--- src/rtl/iopmp_pkg.sv ---
// iopmp_pkg: shared constants and FSM state encodings for the IOPMP check arbiter
package iopmp_pkg;
  localparam int DEF_SID_W = 3;
  localparam int DEF_ADDR_W = 32;
  localparam int NUM_LANES = 2;
  localparam logic [1:0] ST_RUN = 2'd0;
  localparam logic [1:0] ST_DRAIN = 2'd1;
  localparam logic [1:0] ST_HOLD = 2'd2;
endpackage

--- src/rtl/iopmp_check_arbiter_if.sv ---
// iopmp_check_arbiter_if: requester, checker and quiesce signals of the check arbiter
interface iopmp_check_arbiter_if
  import iopmp_pkg::*;
#(
  parameter int NUM_REQ = 4,
  parameter int SID_W = DEF_SID_W,
  parameter int ADDR_W = DEF_ADDR_W
);
  logic [NUM_REQ-1:0] req_valid, req_ready, req_write, rsp_valid, rsp_deny;
  logic [NUM_REQ*ADDR_W-1:0] req_addr;
  logic [NUM_REQ*SID_W-1:0] req_sid;
  logic [SID_W-1:0] chk_source_id;
  logic chk_addr0_valid, chk_addr1_valid, chk_addr0_write, chk_addr1_write;
  logic [ADDR_W-1:0] chk_addr0, chk_addr1;
  logic chk_addr0_deny, chk_addr1_deny;
  logic cfg_req, cfg_ack;
  modport slave (
    input req_valid, req_addr, req_write, req_sid, chk_addr0_deny, chk_addr1_deny, cfg_req,
    output req_ready, rsp_valid, rsp_deny, chk_source_id, chk_addr0_valid, chk_addr1_valid,
    output chk_addr0, chk_addr1, chk_addr0_write, chk_addr1_write, cfg_ack
  );
  modport master (
    output req_valid, req_addr, req_write, req_sid, chk_addr0_deny, chk_addr1_deny, cfg_req,
    input req_ready, rsp_valid, rsp_deny, chk_source_id, chk_addr0_valid, chk_addr1_valid,
    input chk_addr0, chk_addr1, chk_addr0_write, chk_addr1_write, cfg_ack
  );
endinterface

--- src/rtl/iopmp_check_arbiter_rr_pick.sv ---
// iopmp_rr_pick: first set mask bit at or after ptr, wrapping modulo N
module iopmp_rr_pick #(
  parameter int N = 4,
  localparam int IW = $clog2(N)
) (
  input  logic [N-1:0]  mask,
  input  logic [IW-1:0] ptr,
  output logic          found,
  output logic [IW-1:0] idx,
  output logic [N-1:0]  onehot
);
  logic [IW-1:0] j;
  always_comb begin
    found = 1'b0;
    idx = '0;
    onehot = '0;
    j = '0;
    for (int k = N - 1; k >= 0; k--) begin
      j = IW'((int'(ptr) + k) % N);
      if (mask[j]) begin
        found = 1'b1;
        idx = j;
      end
    end
    onehot[idx] = found;
  end
endmodule

--- src/rtl/iopmp_check_arbiter.sv ---
// iopmp_check_arbiter: shares two IOPMP check lanes among requesters, returns deny two cycles later
module iopmp_check_arbiter
  import iopmp_pkg::*;
#(
  parameter int NUM_REQ = 4,
  parameter int SID_W = DEF_SID_W,
  parameter int ADDR_W = DEF_ADDR_W
) (
  input logic clk,
  input logic rst,
  iopmp_check_arbiter_if.slave bus
);
  localparam int IW = $clog2(NUM_REQ);
  function automatic logic [IW-1:0] inc(input logic [IW-1:0] i);
    return (i == IW'(NUM_REQ - 1)) ? '0 : i + 1'b1;
  endfunction
  logic [1:0] state_q, state_d;
  logic [IW-1:0] rr_ptr_q, rr_ptr_d, idx0, idx1;
  logic found0, found1, grant_en, g0, g1, drained;
  logic [NUM_REQ-1:0] oh0, oh1, sid_match;
  logic [SID_W-1:0] sid_a [NUM_REQ];
  logic [ADDR_W-1:0] addr_a [NUM_REQ];
  logic s1_v0_q, s1_v0_d, s1_v1_q, s1_v1_d, s1_w0_q, s1_w0_d, s1_w1_q, s1_w1_d;
  logic [ADDR_W-1:0] s1_a0_q, s1_a0_d, s1_a1_q, s1_a1_d;
  logic [SID_W-1:0] s1_sid_q, s1_sid_d;
  logic [IW-1:0] s1_o0_q, s1_o0_d, s1_o1_q, s1_o1_d, s2_o0_q, s2_o0_d, s2_o1_q, s2_o1_d;
  logic s2_v0_q, s2_v0_d, s2_v1_q, s2_v1_d, s2_d0_q, s2_d0_d, s2_d1_q, s2_d1_d;
  for (genvar i = 0; i < NUM_REQ; i++) begin : g_unpack
    assign sid_a[i] = bus.req_sid[i*SID_W +: SID_W];
    assign addr_a[i] = bus.req_addr[i*ADDR_W +: ADDR_W];
    assign sid_match[i] = sid_a[i] == sid_a[idx0];
  end
  iopmp_rr_pick #(.N(NUM_REQ)) u_pick0 (
    .mask(bus.req_valid), .ptr(rr_ptr_q), .found(found0), .idx(idx0), .onehot(oh0)
  );
  // Lane 1 may only carry a requester sharing lane 0's sid: the checker has one source_ID input
  iopmp_rr_pick #(.N(NUM_REQ)) u_pick1 (
    .mask(bus.req_valid & sid_match & ~oh0), .ptr(inc(idx0)), .found(found1), .idx(idx1),
    .onehot(oh1)
  );
  always_comb begin
    grant_en = state_q == ST_RUN && !bus.cfg_req && !rst;
    g0 = grant_en && found0;
    g1 = g0 && found1;
    bus.req_ready = (g0 ? oh0 : '0) | (g1 ? oh1 : '0);
    rr_ptr_d = g1 ? inc(idx1) : g0 ? inc(idx0) : rr_ptr_q;
    s1_v0_d = g0;
    s1_v1_d = g1;
    s1_a0_d = g0 ? addr_a[idx0] : '0;
    s1_a1_d = g1 ? addr_a[idx1] : '0;
    s1_w0_d = g0 && bus.req_write[idx0];
    s1_w1_d = g1 && bus.req_write[idx1];
    s1_sid_d = g0 ? sid_a[idx0] : '0;
    s1_o0_d = g0 ? idx0 : '0;
    s1_o1_d = g1 ? idx1 : '0;
    s2_v0_d = s1_v0_q;
    s2_v1_d = s1_v1_q;
    s2_d0_d = s1_v0_q && bus.chk_addr0_deny;
    s2_d1_d = s1_v1_q && bus.chk_addr1_deny;
    s2_o0_d = s1_o0_q;
    s2_o1_d = s1_o1_q;
    // No grant this cycle, so an empty S1 means both stages are empty next cycle
    drained = !s1_v0_q;
    state_d = state_q == ST_RUN ? (bus.cfg_req ? (drained ? ST_HOLD : ST_DRAIN) : ST_RUN)
            : state_q == ST_DRAIN ? (drained ? (bus.cfg_req ? ST_HOLD : ST_RUN) : ST_DRAIN)
            : (bus.cfg_req ? ST_HOLD : ST_RUN);
  end
  always_comb begin
    bus.rsp_valid = '0;
    bus.rsp_deny = '0;
    if (s2_v0_q) begin
      bus.rsp_valid[s2_o0_q] = 1'b1;
      bus.rsp_deny[s2_o0_q] = s2_d0_q;
    end
    if (s2_v1_q) begin
      bus.rsp_valid[s2_o1_q] = 1'b1;
      bus.rsp_deny[s2_o1_q] = s2_d1_q;
    end
  end
  assign bus.chk_source_id = s1_sid_q;
  assign bus.chk_addr0_valid = s1_v0_q;
  assign bus.chk_addr1_valid = s1_v1_q;
  assign bus.chk_addr0 = s1_a0_q;
  assign bus.chk_addr1 = s1_a1_q;
  assign bus.chk_addr0_write = s1_w0_q;
  assign bus.chk_addr1_write = s1_w1_q;
  assign bus.cfg_ack = state_q == ST_HOLD;
  always_ff @(posedge clk) begin
    if (rst) begin
      state_q <= ST_RUN;
      rr_ptr_q <= '0;
      {s1_v0_q, s1_v1_q, s1_w0_q, s1_w1_q, s1_a0_q, s1_a1_q, s1_sid_q, s1_o0_q, s1_o1_q} <= '0;
      {s2_v0_q, s2_v1_q, s2_d0_q, s2_d1_q, s2_o0_q, s2_o1_q} <= '0;
    end else begin
      state_q <= state_d;
      rr_ptr_q <= rr_ptr_d;
      {s1_v0_q, s1_v1_q, s1_w0_q, s1_w1_q} <= {s1_v0_d, s1_v1_d, s1_w0_d, s1_w1_d};
      {s1_a0_q, s1_a1_q, s1_sid_q, s1_o0_q, s1_o1_q} <= {s1_a0_d, s1_a1_d, s1_sid_d, s1_o0_d, s1_o1_d};
      {s2_v0_q, s2_v1_q, s2_d0_q, s2_d1_q, s2_o0_q, s2_o1_q} <=
        {s2_v0_d, s2_v1_d, s2_d0_d, s2_d1_d, s2_o0_d, s2_o1_d};
    end
  end
endmodule

--- src/flat_wrapper.sv ---
// flat-port wrapper written by rule: the top's interface ports become plain ports
module iopmp_check_arbiter_flat import iopmp_pkg::*;
#(
  parameter int NUM_REQ = 4,
  parameter int SID_W = DEF_SID_W,
  parameter int ADDR_W = DEF_ADDR_W
)
  (clk, rst, bus_req_valid, bus_req_addr, bus_req_write, bus_req_sid, bus_chk_addr0_deny, bus_chk_addr1_deny, bus_cfg_req, bus_req_ready, bus_rsp_valid, bus_rsp_deny, bus_chk_source_id, bus_chk_addr0_valid, bus_chk_addr1_valid, bus_chk_addr0, bus_chk_addr1, bus_chk_addr0_write, bus_chk_addr1_write, bus_cfg_ack);
  iopmp_check_arbiter_if #(.NUM_REQ(NUM_REQ), .SID_W(SID_W), .ADDR_W(ADDR_W)) bus_i ();
  input logic clk;
  input logic rst;
  input wire logic [$bits(bus_i.req_valid)-1:0] bus_req_valid;
  input wire logic [$bits(bus_i.req_addr)-1:0] bus_req_addr;
  input wire logic [$bits(bus_i.req_write)-1:0] bus_req_write;
  input wire logic [$bits(bus_i.req_sid)-1:0] bus_req_sid;
  input wire logic [$bits(bus_i.chk_addr0_deny)-1:0] bus_chk_addr0_deny;
  input wire logic [$bits(bus_i.chk_addr1_deny)-1:0] bus_chk_addr1_deny;
  input wire logic [$bits(bus_i.cfg_req)-1:0] bus_cfg_req;
  output wire logic [$bits(bus_i.req_ready)-1:0] bus_req_ready;
  output wire logic [$bits(bus_i.rsp_valid)-1:0] bus_rsp_valid;
  output wire logic [$bits(bus_i.rsp_deny)-1:0] bus_rsp_deny;
  output wire logic [$bits(bus_i.chk_source_id)-1:0] bus_chk_source_id;
  output wire logic [$bits(bus_i.chk_addr0_valid)-1:0] bus_chk_addr0_valid;
  output wire logic [$bits(bus_i.chk_addr1_valid)-1:0] bus_chk_addr1_valid;
  output wire logic [$bits(bus_i.chk_addr0)-1:0] bus_chk_addr0;
  output wire logic [$bits(bus_i.chk_addr1)-1:0] bus_chk_addr1;
  output wire logic [$bits(bus_i.chk_addr0_write)-1:0] bus_chk_addr0_write;
  output wire logic [$bits(bus_i.chk_addr1_write)-1:0] bus_chk_addr1_write;
  output wire logic [$bits(bus_i.cfg_ack)-1:0] bus_cfg_ack;
  assign bus_i.req_valid = bus_req_valid;
  assign bus_i.req_addr = bus_req_addr;
  assign bus_i.req_write = bus_req_write;
  assign bus_i.req_sid = bus_req_sid;
  assign bus_i.chk_addr0_deny = bus_chk_addr0_deny;
  assign bus_i.chk_addr1_deny = bus_chk_addr1_deny;
  assign bus_i.cfg_req = bus_cfg_req;
  assign bus_req_ready = bus_i.req_ready;
  assign bus_rsp_valid = bus_i.rsp_valid;
  assign bus_rsp_deny = bus_i.rsp_deny;
  assign bus_chk_source_id = bus_i.chk_source_id;
  assign bus_chk_addr0_valid = bus_i.chk_addr0_valid;
  assign bus_chk_addr1_valid = bus_i.chk_addr1_valid;
  assign bus_chk_addr0 = bus_i.chk_addr0;
  assign bus_chk_addr1 = bus_i.chk_addr1;
  assign bus_chk_addr0_write = bus_i.chk_addr0_write;
  assign bus_chk_addr1_write = bus_i.chk_addr1_write;
  assign bus_cfg_ack = bus_i.cfg_ack;
  iopmp_check_arbiter #(.NUM_REQ(NUM_REQ), .SID_W(SID_W), .ADDR_W(ADDR_W)) u_core (.clk(clk), .rst(rst), .bus(bus_i));
endmodule
--- config.mk ---
export PLATFORM = sky130hd
export DESIGN_NAME = iopmp_check_arbiter_flat
export DESIGN_NICKNAME = d
export VERILOG_FILES = /design/src/rtl/iopmp_pkg.sv /design/src/rtl/iopmp_check_arbiter_if.sv /design/src/rtl/iopmp_check_arbiter_rr_pick.sv /design/src/rtl/iopmp_check_arbiter.sv /design/src/flat_wrapper.sv
export SDC_FILE = /design/constraint.sdc
export NUM_CORES = 1
export LEC_CHECK = 0
export ABC_AREA = 1
export CAP_MARGIN = 20
export CORE_MARGIN = 10
export CORE_UTILIZATION = 35
export CTS_BUF_LIST = sky130_fd_sc_hd__clkbuf_16
export CTS_CLUSTER_DIAMETER = 80
export DETAILED_ROUTE_END_ITERATION = 12
export PLACE_DENSITY = 0.76
export SLEW_MARGIN = 20
export SYNTH_ARGS = -nofsm -noshare
export SYNTH_HDL_FRONTEND = slang
export SYNTH_SLANG_ARGS = --single-unit
--- constraint.sdc ---
create_clock -name clk -period 6.3 [get_ports clk]
set_clock_uncertainty 0.05 [all_clocks]
set_input_delay 1.575 -clock clk [delete_from_list [all_inputs] [get_ports clk]]
set_output_delay 1.575 -clock clk [all_outputs]
set_load 0.03 [all_outputs]
==> results.md <==
- The count of flip-flops with a built-in enable after synthesis is 0.
- In this run the mean area of a mapped cell was ~6.2 um2.
- The top cell type's share of synthesized area is 0.292.
- The area taken by multi-input logic gates is 0.00353 mm2.
- Counting distinct cell types in the post-synthesis netlist gives 32.
- TritonCTS created 9 clock buffers.
- The hold-fix buffer count after cts is 0.
- The fraction of registers with async set/reset is 0.
- The delay of the slowest cell on the worst path is approximately 0.21 ns.
- The final period demand of the worst path is 6.12 ns.
- The hold-critical path endpoint is u_core.s2_o1_q[1]$_SDFF_PP0_.
- Counting every net in the synthesized netlist gives 1129.
- The number of buffer and inverter stages on the critical path is 9.
- The number of violations reported at the end of detailed-routing iteration 0 is 437.
- The filler cells instantiated in the layout total 1563.
- The area of all placed cells without fillers is 0.00942 mm2.
- The number of nets at the end of the flow is 1380.
- The global route total overflow is 0.
- The worst flop-to-flop path startpoint is u_core.rr_ptr_q[0]$_SDFFE_PP0P_.
- After global routing, the most crowded layer is met2.
- The remaining design rule violation count is 0.
- The CTS tree is done.
- The I/O pin total is 237.
- The most numerous cell type found on the critical path is nand2_2.
- The critical path required time is 4.68 ns.
- The number of hold violations in the final report is 0.
- The routed wire length per instance is 16.6 um.
- Synthesis produced 968 cells.
- In this run the core area contains 47 standard-cell rows.
- Max-cap violations in this run came to 0.
- The sequential cell area is 0.00174 mm2.
- The weighted congestion at the end of routability-driven global placement is 0.939.
- The final layout contains routed wiring with a total length of 23900 um.
- The flow ran to the end, and the final reports show no timing, DRC or antenna violations.
- For this configuration, the core starts out at a cell density of 0.359.
- The worst setup path is captured at an output port.
- The fraction of layout cells with a size suffix above 1 is 0.161.
- The critical path's top delay family is simple AND/OR/NAND/NOR gates.
- The maximum count of clock buffers along a single path is 2.
- For this run, global-route usage on met3 was measured as 0.0588.
- The total routing resource utilization after global routing is 0.197.
- dfxtp_1 takes more of the synthesized area than any other cell.
- For the worst-skew pair, the clock arrives at the later sink with an insertion delay of 0.35 ns.
- The core region area is about 0.017 mm2.
- The clock-pin transition on the worst setup and hold timing paths is 0.07 ns.
- The overall die area is 0.0227 mm2.
- At the pin with the least slew margin, the transition time is 0.846 ns.
- STA classifies the critical path startpoint as an input pin.
- The worst hold path passes through 2 cells.
- Once layout is complete, the utilization of the core stands at 0.566.
- The count of buffers added on input and output ports is 236.
- The most used standard cell by instance count after synthesis is nand2_1.
- Among all flip-flop cells after synthesis, the most frequent one is dfxtp_1.
- Counting cells, the worst reg-to-reg path comes to 25.
- The end of the worst register-to-register path is u_core.bus.chk_addr1_write$_SDFF_PP0_.
- The sequential cell area fraction in the yosys report is 0.292.
- Relative to the synthesized area, the layout overhead comes to 57.9%.
- Setup violations remaining at the end of the flow were counted as 0.
- The ratio of routed vias to standard cells is ~5.
- The timing-limited maximum frequency is around 160 MHz.
- The placed instances occupy a cell area of 0.00862 mm2.
- Headroom to the max-slew limit came out at 0.436.
- The die width is 151 um.
- The global-route track usage on met1 is 0.232.
- By startpoint and endpoint, the worst setup path is classified as input pin to output port.
- The library cell used as clock root buffer is clkbuf_16.
- Of all nets on the critical path, the largest fanout is 6.
- The HPWL after detailed placement is 16700 um.
- Counting flops and latches in the post-synthesis netlist gives 87.
- The pre-antenna-repair detailed-routing pass consisted of 5 iterations.
- STA puts the critical path data arrival time at 4.50 ns.
- The synthesized netlist occupies a cell area of 0.00597 mm2.
- The number of levels in the clock H-tree is 3.
- By count the netlist is led by 238 x nand2_1, 171 x inv_1, 153 x nand3_1.
- The total clock sinks is 87.
- The path class of the tightest hold or removal check is flop to flop.
- The worst reg-to-reg setup slack is 2.14 ns.
- Of the available clock period, the critical path in the final layout requires 0.972.
- The number of antenna violations at the first check in global routing came to 1.
- 0 antenna diodes ended up in the layout.
- The setup TNS after final layout is 0 ns.
- In the post-synthesis netlist, the biggest area contributors are dfxtp_1 29%, nand2_1 15%, nand3_1 13%.
- The Yosys step of the flow raised 0 warnings.
- The met2 capacity usage during global routing is 0.334.
- Entering global routing, the biggest net connects 66 pins.
- The final count of pins violating max slew came to 0.
- Once detail routing completed, the nets flagged for antenna violations numbered 0.
- The beginning of the worst hold path is u_core.s1_o1_q[1]$_SDFF_PP0_.
- The first global-routing pass estimated 36100 um of wire.
- For this design, the slowest cell found on the critical path is a21boi_4.
- The die height is 151 um.
- The routed via count is roughly 7300.
- The number of global-route vias before repair is 6974.
metal layers:
metal	part of all wire	up-vias	wire length, um
li1	-	3579	-
met1	0.40	3402	9590
met2	0.49	260	11700
met3	0.086	47	2050
met4	0.025	2	586
met5	0.00050	-	12
worst reg2reg max path, cell delays in order, from the launching register on:
cell and delay [ns]:
dfxtp_1 0.66, inv_4 0.14, nand2_2 0.14, nand3_2 0.11, nand2_2 0.11, nand3_4 0.10
nand2_4 0.11, nand2_8 0.08, nand2_8 0.13, clkinv_4 0.07, ha_1 0.21, a21oi_1 0.16
nand2_1 0.08, nor2_2 0.15, nand3_2 0.09, nand3_1 0.09, o21ai_0 0.13, nand2_1 0.10
nand2_1 0.06, nand2_2 0.10, buf_4 0.11, buf_4 0.60, nand3_1 0.21, nand3_1 0.12
nand2_1 0.05, nor2_1 0.13
through the flow:
stage               cells  setup WS [ns]  hold WS [ns]
global route         1444        -0.0528         0.373
floorplan             968         0.0257         0.338
global placement     1411         -0.437         0.343
CTS                  1436          0.152         0.354
finish               1444          0.178         0.355
detailed placement   1411         -0.531         0.344
kinds of logic after synthesis:
family,share of synthesized area
and+or+nand+nor,0.373
buffers and inverters,0.170
AOI/OAI and AO/OA,0.147
DFF,0.292
adders and majority gates,0.0168
xor gates and xnor gates,0.00147
state kept, by name, indices dropped and copies added (netlist names), 2 cells and up:
signal,flops
u_core.bus.chk_addr1,32
u_core.state_q,2
u_core.s2_o1_q,2
u_core.s1_o1_q,2
u_core.rr_ptr_q,2
u_core.bus.chk_addr0,32
u_core.bus.chk_source_id,3
u_core.s2_o0_q,2
u_core.s1_o0_q,2
area by class of cell:
cell class                 count  share of cell area
inverter                     178              0.0728
timing repair buffer         298               0.305
sequential                    87               0.185
clock inverter                 7             0.00916
tap                          220              0.0292
multi-input combinational    645               0.375
clock buffer                   9              0.0239
worst max path at each step:
stage / from / to / cells after the start / slack [ns]
CTS: bus_req_valid[3] / bus_req_ready[2] / 28 / 0.15
global route: bus_req_valid[2] / bus_req_ready[3] / 27 / -0.05
global placement: bus_req_valid[1] / bus_req_ready[0] / 26 / -0.44
finish: bus_req_valid[1] / bus_req_ready[3] / 28 / 0.18
floorplan: bus_req_valid[3] / bus_req_ready[1] / 26 / 0.03
detailed placement: bus_req_valid[1] / bus_req_ready[0] / 26 / -0.53
layout by cell type, fill, tap and decap left out, drive strengths merged:
| master | n |
|---|---|
| nand2 | 254 |
| clkdlybuf4s50 | 228 |
| inv | 181 |
| nand3 | 178 |
| dfxtp | 87 |
| o21ai | 76 |
| buf | 66 |
| a21oi | 46 |
| nor2 | 38 |
| a31oi | 32 |
| clkbuf | 13 |
| ha | 8 |
| a22o | 3 |
| clkinv | 2 |
| o31ai | 2 |
| nor3 | 2 |
| xnor2 | 1 |
| nor4b | 1 |
| a21boi | 1 |
| nand4 | 1 |
| o21a | 1 |
| nor4 | 1 |
| clkinvlp | 1 |
| bufinv | 1 |
timing repair:
action	in CTS	in global routing
buffers inserted	8	8
gates resized for setup	51	62
pin swaps	17	44
endpoints found under the setup margin	4	4
gates cloned	1	0
Power is left out: the tool's default activity adds up to more than one toggle a clock period on the data nets, which glitch-free logic cannot reach.
